<file path="config.mk">
export PLATFORM = sky130hd
export DESIGN_NAME = rf80386_biu_flat
export DESIGN_NICKNAME = d
export VERILOG_FILES = /design/src/rtl/rf80386_biu_pkg.sv /design/src/rtl/rf80386_biu_if.sv /design/src/rtl/rf80386_biu_lane_align.sv /design/src/rtl/rf80386_biu.sv /design/src/flat_wrapper.sv
export SDC_FILE = /design/constraint.sdc
export NUM_CORES = 1
export LEC_CHECK = 0
export CORE_ASPECT_RATIO = 1.4
export CORE_MARGIN = 2
export CORE_UTILIZATION = 30
export CTS_BUF_LIST = sky130_fd_sc_hd__clkbuf_8
export CTS_CLUSTER_DIAMETER = 30
export DETAILED_ROUTE_END_ITERATION = 12
export PLACE_DENSITY = 0.64
export SLEW_MARGIN = 10
export SYNTH_ARGS = -nofsm -noshare
export SYNTH_HDL_FRONTEND = slang
export SYNTH_HIERARCHICAL = 1
export SYNTH_SLANG_ARGS = --single-unit
export TNS_END_PERCENT = 5
</file>
<file path="constraint.sdc">
create_clock -name clk_i -period 12 [get_ports clk_i]
set_input_delay 3.6 -clock clk_i [delete_from_list [all_inputs] [get_ports clk_i]]
set_output_delay 3.6 -clock clk_i [all_outputs]
set_load 0.005 [all_outputs]
</file>
<file path="src/rtl/rf80386_biu_pkg.sv">
// Shared types for the rf80386 bus interface unit: BIU FSM states, fta bus
// request/response structs, line geometry and the transaction-id step.
// Types only; no latency, no backpressure.
package rf80386_biu_pkg;

   localparam int BIU_LINE_BYTES = 16;

   typedef enum logic [2:0] {
      BIU_IDLE,
      BIU_ISSUE,
      BIU_WAIT,
      BIU_RETRY,
      BIU_DONE
   } e_biu_state;

   typedef enum logic [4:0] {
      CMD_NONE  = 5'd0,
      CMD_LOAD  = 5'd1,
      CMD_STORE = 5'd2
   } fta_cmd_t;

   typedef struct packed {
      logic [5:0] core;
      logic [2:0] channel;
      logic [3:0] tranid;
   } fta_tranid_t;

   typedef struct packed {
      fta_cmd_t     cmd;
      fta_tranid_t  tid;
      logic         cyc;
      logic         stb;
      logic         we;
      logic [15:0]  sel;
      logic [31:0]  adr;
      logic [127:0] data1;
   } fta_cmd_request128_t;

   typedef struct packed {
      fta_tranid_t  tid;
      logic         ack;
      logic         rty;
      logic         err;
      logic [127:0] dat;
   } fta_cmd_response128_t;

   // Tranid 0 marks an idle bus, so the sequence runs 1..15 and wraps to 1.
   function automatic logic [3:0] next_tranid(input logic [3:0] t);
      return (t == 4'd15) ? 4'd1 : t + 4'd1;
   endfunction

endpackage

</file>
<file path="src/rtl/rf80386_biu_if.sv">
// fta 128-bit command bus between a master (the BIU) and a slave (memory side).
// Signals: ftam_req (master -> slave), ftam_resp (slave -> master).
// No storage; latency and backpressure are set by the endpoints (ack/rty/err).
interface rf80386_biu_if;
   import rf80386_biu_pkg::*;

   fta_cmd_request128_t  ftam_req;
   fta_cmd_response128_t ftam_resp;

   modport master (output ftam_req, input ftam_resp);
   modport slave  (input ftam_req, output ftam_resp);
endinterface

</file>
<file path="src/rtl/rf80386_biu_lane_align.sv">
// Lane alignment for one half of a BIU access: byte selects, shifted write data,
// shifted read data and the rdat byte enables this half contributes.
// Purely combinational (0 cycles); no backpressure.
// Ports: off/size/half/wdat/line_dat in; sel/wide_dat/rd_dat/rd_be out.
module rf80386_lane_align
   import rf80386_biu_pkg::*;
(
   input  logic [3:0]   off,
   input  logic [3:0]   size,
   input  logic         half,
   input  logic [63:0]  wdat,
   input  logic [127:0] line_dat,
   output logic [15:0]  sel,
   output logic [127:0] wide_dat,
   output logic [63:0]  rd_dat,
   output logic [7:0]   rd_be
);
   // The access is viewed as a 32-byte window spanning two lines; the first
   // half lives in the low line, the second half in the high line.
   logic [31:0]  mask;
   logic [255:0] wr_span;

   always_comb begin
      rd_be    = '0;
      mask     = ((32'd1 << size) - 32'd1) << off;
      wr_span  = {192'd0, wdat} << {off, 3'b000};
      sel      = half ? mask[31:16] : mask[15:0];
      wide_dat = half ? wr_span[255:128] : wr_span[127:0];
      rd_dat   = 64'((half ? {line_dat, 128'd0} : {128'd0, line_dat}) >> {off, 3'b000});
      // rdat byte k comes from the first line when off+k is still inside it.
      for (int k = 0; k < 8; k++)
         rd_be[k] = (k < int'(size)) && (((int'(off) + k) < BIU_LINE_BYTES) != half);
   end

endmodule

</file>
<file path="src/rtl/rf80386_biu.sv">
// Multi-byte bus interface unit: one 1..MAX_BYTES access, split at 16-byte lines.
// Latency: issue 1 cycle after req_i, done_o 1 cycle after the final ack.
// Backpressure: busy_o blocks new requests; rty backs off RTY_WAIT cycles.
// Ports: clk_i, rst_i (sync, active-high), req_i/we_i/adr_i/size_i/wdat_i in;
//        busy_o/done_o/err_o/rdat_o out; ftam (fta master: ftam_req/ftam_resp).
module rf80386_biu
   import rf80386_biu_pkg::*;
#(
   parameter logic [5:0] CORENO    = 6'd1,
   parameter logic [2:0] CID       = 3'd1,
   parameter int         MAX_BYTES = 8,
   parameter int         RTY_WAIT  = 16,
   parameter int         TO_CYCLES = 255
) (
   input  logic               clk_i,
   input  logic               rst_i,
   input  logic               req_i,
   input  logic               we_i,
   input  logic [31:0]        adr_i,
   input  logic [3:0]         size_i,
   input  logic [63:0]        wdat_i,
   output logic               busy_o,
   output logic               done_o,
   output logic               err_o,
   output logic [63:0]        rdat_o,
   rf80386_biu_if.master      ftam
);
   localparam int         TO_W   = $clog2(TO_CYCLES + 1);
   localparam int         RTY_W  = $clog2(RTY_WAIT + 1);
   localparam logic [3:0] MAX_SZ = 4'(MAX_BYTES);

   e_biu_state          state, state_nxt;
   logic                we_r, half_r;
   logic [31:0]         adr_r;
   logic [3:0]          size_r;
   logic [63:0]         wdat_r, rdat_acc, rdat_merged;
   logic [3:0]          tid_cnt, cur_tid;
   logic [TO_W-1:0]     to_cnt;
   logic [RTY_W-1:0]    rty_cnt;
   logic                split, resp_hit, bad_size;
   logic [15:0]         la_sel;
   logic [127:0]        la_wide;
   logic [63:0]         la_rd_dat;
   logic [7:0]          la_rd_be;
   fta_cmd_request128_t req_d;

   rf80386_lane_align u_align (
      .off      (adr_r[3:0]),
      .size     (size_r),
      .half     (half_r),
      .wdat     (wdat_r),
      .line_dat (ftam.ftam_resp.dat),
      .sel      (la_sel),
      .wide_dat (la_wide),
      .rd_dat   (la_rd_dat),
      .rd_be    (la_rd_be)
   );

   assign split    = ({1'b0, adr_r[3:0]} + {1'b0, size_r}) > 5'd16;
   assign bad_size = (size_i == 4'd0) || (size_i > MAX_SZ);
   // A response counts only if its whole tid matches the outstanding one;
   // anything from an earlier (aborted or retried) issue is dropped.
   assign resp_hit = (ftam.ftam_resp.tid == {CORENO, CID, cur_tid});
   assign busy_o   = (state != BIU_IDLE) && (state != BIU_DONE);
   assign done_o   = (state == BIU_DONE);

   always_comb begin
      state_nxt = state;
      case (state)
         BIU_IDLE:  if (req_i) state_nxt = bad_size ? BIU_DONE : BIU_ISSUE;
         BIU_ISSUE: state_nxt = BIU_WAIT;
         BIU_WAIT: begin
            if (resp_hit && ftam.ftam_resp.ack)
               state_nxt = (split && !half_r) ? BIU_ISSUE : BIU_DONE;
            else if (resp_hit && ftam.ftam_resp.err)
               state_nxt = BIU_DONE;
            else if (resp_hit && ftam.ftam_resp.rty)
               state_nxt = BIU_RETRY;
            else if (to_cnt == TO_W'(TO_CYCLES))
               state_nxt = BIU_DONE;
         end
         BIU_RETRY: if (rty_cnt == RTY_W'(RTY_WAIT - 1)) state_nxt = BIU_ISSUE;
         BIU_DONE:  state_nxt = BIU_IDLE;
         default:   state_nxt = BIU_IDLE;
      endcase
   end

   // Writes never merge returned data into the read result.
   always_comb begin
      rdat_merged = rdat_acc;
      for (int k = 0; k < 8; k++)
         if (la_rd_be[k] && !we_r) rdat_merged[8*k +: 8] = la_rd_dat[8*k +: 8];
   end

   always_comb begin
      req_d             = '0;
      req_d.cmd         = CMD_NONE;
      req_d.tid.core    = CORENO;
      req_d.tid.channel = CID;
      if (state == BIU_ISSUE) begin
         req_d.cmd        = we_r ? CMD_STORE : CMD_LOAD;
         req_d.tid.tranid = tid_cnt;
         req_d.cyc        = 1'b1;
         req_d.stb        = 1'b1;
         req_d.we         = we_r;
         req_d.sel        = la_sel;
         req_d.adr        = {adr_r[31:4] + {27'd0, half_r}, 4'h0};
         req_d.data1      = we_r ? la_wide : '0;
      end
   end
   assign ftam.ftam_req = req_d;

   always_ff @(posedge clk_i) begin
      if (rst_i) begin
         state    <= BIU_IDLE;
         we_r     <= 1'b0;
         half_r   <= 1'b0;
         adr_r    <= '0;
         size_r   <= '0;
         wdat_r   <= '0;
         rdat_acc <= '0;
         rdat_o   <= '0;
         err_o    <= 1'b0;
         tid_cnt  <= 4'd1;
         cur_tid  <= 4'd0;
         to_cnt   <= '0;
         rty_cnt  <= '0;
      end else begin
         state <= state_nxt;
         case (state)
            BIU_IDLE: if (req_i) begin
               we_r     <= we_i;
               adr_r    <= adr_i;
               size_r   <= size_i;
               wdat_r   <= wdat_i;
               half_r   <= 1'b0;
               rdat_acc <= '0;
               if (bad_size) begin
                  err_o  <= 1'b1;
                  rdat_o <= '0;
               end
            end
            BIU_ISSUE: begin
               cur_tid <= tid_cnt;
               tid_cnt <= next_tranid(tid_cnt);
               to_cnt  <= '0;
            end
            BIU_WAIT: begin
               to_cnt <= to_cnt + TO_W'(1);
               if (resp_hit && ftam.ftam_resp.ack) begin
                  rdat_acc <= rdat_merged;
                  if (state_nxt == BIU_ISSUE) begin
                     half_r <= 1'b1;
                  end else begin
                     rdat_o <= rdat_merged;
                     err_o  <= 1'b0;
                  end
               end else if (state_nxt == BIU_DONE) begin
                  // err or timeout: any pending second half is dropped
                  rdat_o <= '0;
                  err_o  <= 1'b1;
               end
               if (state_nxt == BIU_RETRY) rty_cnt <= '0;
            end
            BIU_RETRY: rty_cnt <= rty_cnt + RTY_W'(1);
            default: ;
         endcase
      end
   end

endmodule

</file>
<file path="src/flat_wrapper.sv">
// flat-port wrapper written by rule: the top's interface ports become plain ports
module rf80386_biu_flat import rf80386_biu_pkg::*;
#(
   parameter logic [5:0] CORENO    = 6'd1,
   parameter logic [2:0] CID       = 3'd1,
   parameter int         MAX_BYTES = 8,
   parameter int         RTY_WAIT  = 16,
   parameter int         TO_CYCLES = 255
)
  (clk_i, rst_i, req_i, we_i, adr_i, size_i, wdat_i, busy_o, done_o, err_o, rdat_o, ftam_ftam_req, ftam_ftam_resp);
  rf80386_biu_if ftam_i ();
  input  logic clk_i;
  input  logic rst_i;
  input  logic req_i;
  input  logic we_i;
  input  logic [31:0] adr_i;
  input  logic [3:0] size_i;
  input  logic [63:0] wdat_i;
  output logic busy_o;
  output logic done_o;
  output logic err_o;
  output logic [63:0] rdat_o;
  output wire logic [$bits(ftam_i.ftam_req)-1:0] ftam_ftam_req;
  input wire logic [$bits(ftam_i.ftam_resp)-1:0] ftam_ftam_resp;
  assign ftam_ftam_req = ftam_i.ftam_req;
  assign ftam_i.ftam_resp = ftam_ftam_resp;
  rf80386_biu #(.CORENO(CORENO), .CID(CID), .MAX_BYTES(MAX_BYTES), .RTY_WAIT(RTY_WAIT), .TO_CYCLES(TO_CYCLES)) u_core (.clk_i(clk_i), .rst_i(rst_i), .req_i(req_i), .we_i(we_i), .adr_i(adr_i), .size_i(size_i), .wdat_i(wdat_i), .busy_o(busy_o), .done_o(done_o), .err_o(err_o), .rdat_o(rdat_o), .ftam(ftam_i));
endmodule
</file>
==> impl_metrics.py <==
metrics = {
    "run_status": {
        "status": "finished clean",
    },
    "synthesis": {
        "synth_warnings": 6,
        "synth_most_common_cell": "nand2_1",
        "yosysSeqAreaShare": 0.238,
        "postSynth.asyncResetShare": 0,
        "ys_types": 84,
        "synth_area_per_cell_um2": 7.12,
        "ys.flop_type": "dfxtp_1",
        "synthCells": 3011,
        "synth.area.top_cells": "dfxtp_1 24%, mux2i_1 8.8%, a21oi_1 7.4%",
        "synth_area_mm2": 0.0214,
        "synth-seq-cells": 255,
        "synthTopCellsByCount": "389 x nand2_1, 363 x nor2_1, 315 x a21oi_1",
        "synth.largest_area_cell": "dfxtp_1",
        "synth_top_area_share": 0.238,
        "synth-edff-count": 0,
    },
    "route": {
        "num_vias": 24500,
        "drt_wl_total_um": 99400,
        "wl_per_cell_um": 23.1,
        "first_pass_iters": 6,
        "drt_first_iter_violations": 3046,
        "vias_per_cell": 5.67,
        "drtAntennaViolNets": 0,
        "drc_errors": 0,
    },
    "clock_network": {
        "cts_resized": 0,
        "clkLatencyLatePin_ns": 0.67,
        "htree_levels": 2,
        "cts_root_buf": "clkbuf_8",
        "cts-hold-fix-buffers": 0,
        "clkTransAtPathRegs_ns": 0.06,
        "cts_setup_buffers": 0,
        "cts_sinks": 255,
        "cts_max_path_buffers": 3,
        "numCtsBuffers": 54,
        "cts_tree": "done",
    },
    "timing": {
        "slew_violations": 0,
        "rsz0062_at_grt": "no",
        "finalCritPeriodShare": 0.710,
        "slew_headroom": 0.165,
        "period_minus_slack_ns": 8.52,
        "worstMarginPinSlew_ns": 1.25,
        "setup_viol": 0,
        "finalHoldViolations": 0,
        "fin_tns_setup_ns": 0,
        "fmax_mhz": 117,
        "clock_skew_ns": 0.0519,
    },
    "placed_design": {
        "placed_cells": 4188,
        "hpwl_um": 72700,
        "placed_cell_area_mm2": 0.0266,
        "port_buffers": 495,
        "place.gp.congestion": 0.984,
    },
    "setup_path": {
        "critPathArrivalTime_ns": 4.92,
        "required_ns": 8.40,
        "worst-r2r-cell-count": 9,
        "worstPathMaxFanout": 32,
        "setup.worst_path.start_class": "register",
        "worst_setup_path_end_kind": "output port",
        "crit_type": "reg -> out",
    },
    "pwr": {
        "power.share.clock": 0.365,
        "combPwrFrac": 0.311,
        "switching_power_uw": 1060,
        "p_total_uw": 2860,
        "power_density_mw_per_mm2": 103,
        "seqPwrFrac": 0.324,
        "vdd_ir_drop_max_mv": 0.0696,
        "power.leakage_uw": 0.00976,
        "swShare": 0.370,
        "p_int_uw": 1800,
    },
    "floorplan": {
        "rows": 116,
        "core_mm2": 0.0711,
        "die_x_um": 230,
        "die_height_um": 320,
        "die_area_mm2": 0.0737,
        "start_util": 0.302,
        "ios": 512,
    },
    "global_routing": {
        "grt_pass1_vias": 22300,
        "grt_max_degree": 139,
        "antenna_found_initial": 27,
        "grt_usage": 0.255,
        "grt_overflow": 0,
        "grt_pass1_wl_um": 145000,
    },
    "finish": {
        "drive_gt1_frac": 0.0960,
        "fin_nets": 3562,
        "area.growth.synth_to_final_pct": 30.0,
        "fin_area_mm2": 0.0279,
        "final_cells": 4310,
    },
    "min_path": {
        "hold_path.class": "reg -> reg",
        "whs_path_depth": 2,
    },
    "job": {
        "drv_cap": 0,
    },
}
final cells by class:
class,instances,area [um2]
clock buffer,60,826
tap,944,1180
clock inverter,41,389
fill,7478,43200
multi-input combinational,2426,14900
inverter,22,83.8
sequential,255,5130
antenna,21,52.6
timing repair buffer,541,5320
sequential cells by signal (all words and copies together), names as in the netlist:
signal / cells
u_core/err_o: 1
u_core/rty_cnt: 5
u_core/size_r: 4
u_core/state: 3
u_core/wdat_r: 64
u_core/to_cnt: 8
u_core/adr_r: 32
u_core/rdat_o: 64
u_core/half_r: 1
u_core/we_r: 1
u_core/tid_cnt: 4
u_core/rdat_acc: 64
u_core/cur_tid: 4
logic make-up (layout without fill, tap and decap cells):
logic type / after synthesis / count (layout) / synth area share
AO/OA/AOI/OAI: 890 / 890 / 0.255
XOR/XNOR: 34 / 34 / 0.0139
adder cells (fa/ha/maj): 14 / 14 / 0.00852
buffers and inverters: 344 / 664 / 0.0723
flip-flops: 255 / 255 / 0.238
multiplexers: 285 / 285 / 0.158
other: 2 / 37 / 0.000350
AND/OR/NAND/NOR: 1187 / 1187 / 0.254
metal layers:
metal / routed length [um] / vias up / part of all wire / GRT usage
li1: - / 11400 / - / -
met1: 40200 / 11600 / 0.40 / 0.323
met2: 46700 / 1179 / 0.47 / 0.417
met3: 8630 / 209 / 0.087 / 0.0583
met4: 3740 / 14 / 0.038 / 0.0998
met5: 94 / - / 0.00095 / 0
worst max-delay path: stages (launching register included):
cell,delay (ns)
dfxtp_1,0.30
buf_4,0.22
nor3_1,0.60
nand2_1,0.18
ha_1,0.47
nand2b_1,0.32
a32oi_1,0.37
a21oi_1,0.12
or4_1,0.60
a211o_1,0.31
o21a_1,0.10
and2_1,0.13
clkdlybuf4s50_1,0.50
final timing paths:
check / endpoint / start / slack [ns]
min: u_core/adr_r[4] / u_core/adr_r[4] / 0.46
max reg2reg: u_core/rdat_o[19] / u_core/adr_r[2] / 6.99
max: ftam_ftam_req[167] / u_core/size_r[1] / 3.48
min reg2reg: u_core/adr_r[4] / u_core/adr_r[4] / 0.46
power groups by stage:
stage / Sequential, uW / Clock (uW) / Combinational [uW]
floorplan: 912 / 0 / 575
global placement: 943 / 0 / 869
detailed placement: 944 / 0 / 867
CTS: 925 / 1070 / 871
global route: 931 / 1110 / 948
finish: 928 / 1040 / 889
through the flow:
step | worst slack, ns | util | hold WS, ns
2_1_floorplan | 5.27 | - | 0.440
4_1_cts | 3.46 | 0.391 | 0.461
3_3_place_gp | 4.25 | 0.374 | 0.447
3_5_place_dp | 4.21 | 0.374 | 0.452
5_1_grt | 3.18 | 0.392 | 0.485
6_report | 3.48 | 0.392 | 0.461
cells in the final DEF, fill, tap and decap left out, types with 15 or more instances in the layout:
cell type and instances:
a31oi_1 19, o21ai_0 135, and3_1 145, nor2b_1 23, a21oi_1 314, nor3_1 59
clkbuf_8 60, clkdlybuf4s50_1 494, o22a_1 18, xor2_1 20, nor2_1 361, a22oi_1 50
a221oi_1 16, mux2_2 60, inv_1 25, mux4_2 36, a211oi_1 27, o221ai_1 15
and2_1 33, dfxtp_1 249, diode_2 21, buf_4 45, a21oi_2 50, o21ai_1 55
conb_1 16, o22ai_1 106, nand3_1 97, mux2i_1 189, nand2_1 387
Note: power is estimated with default switching activity, not from simulation.
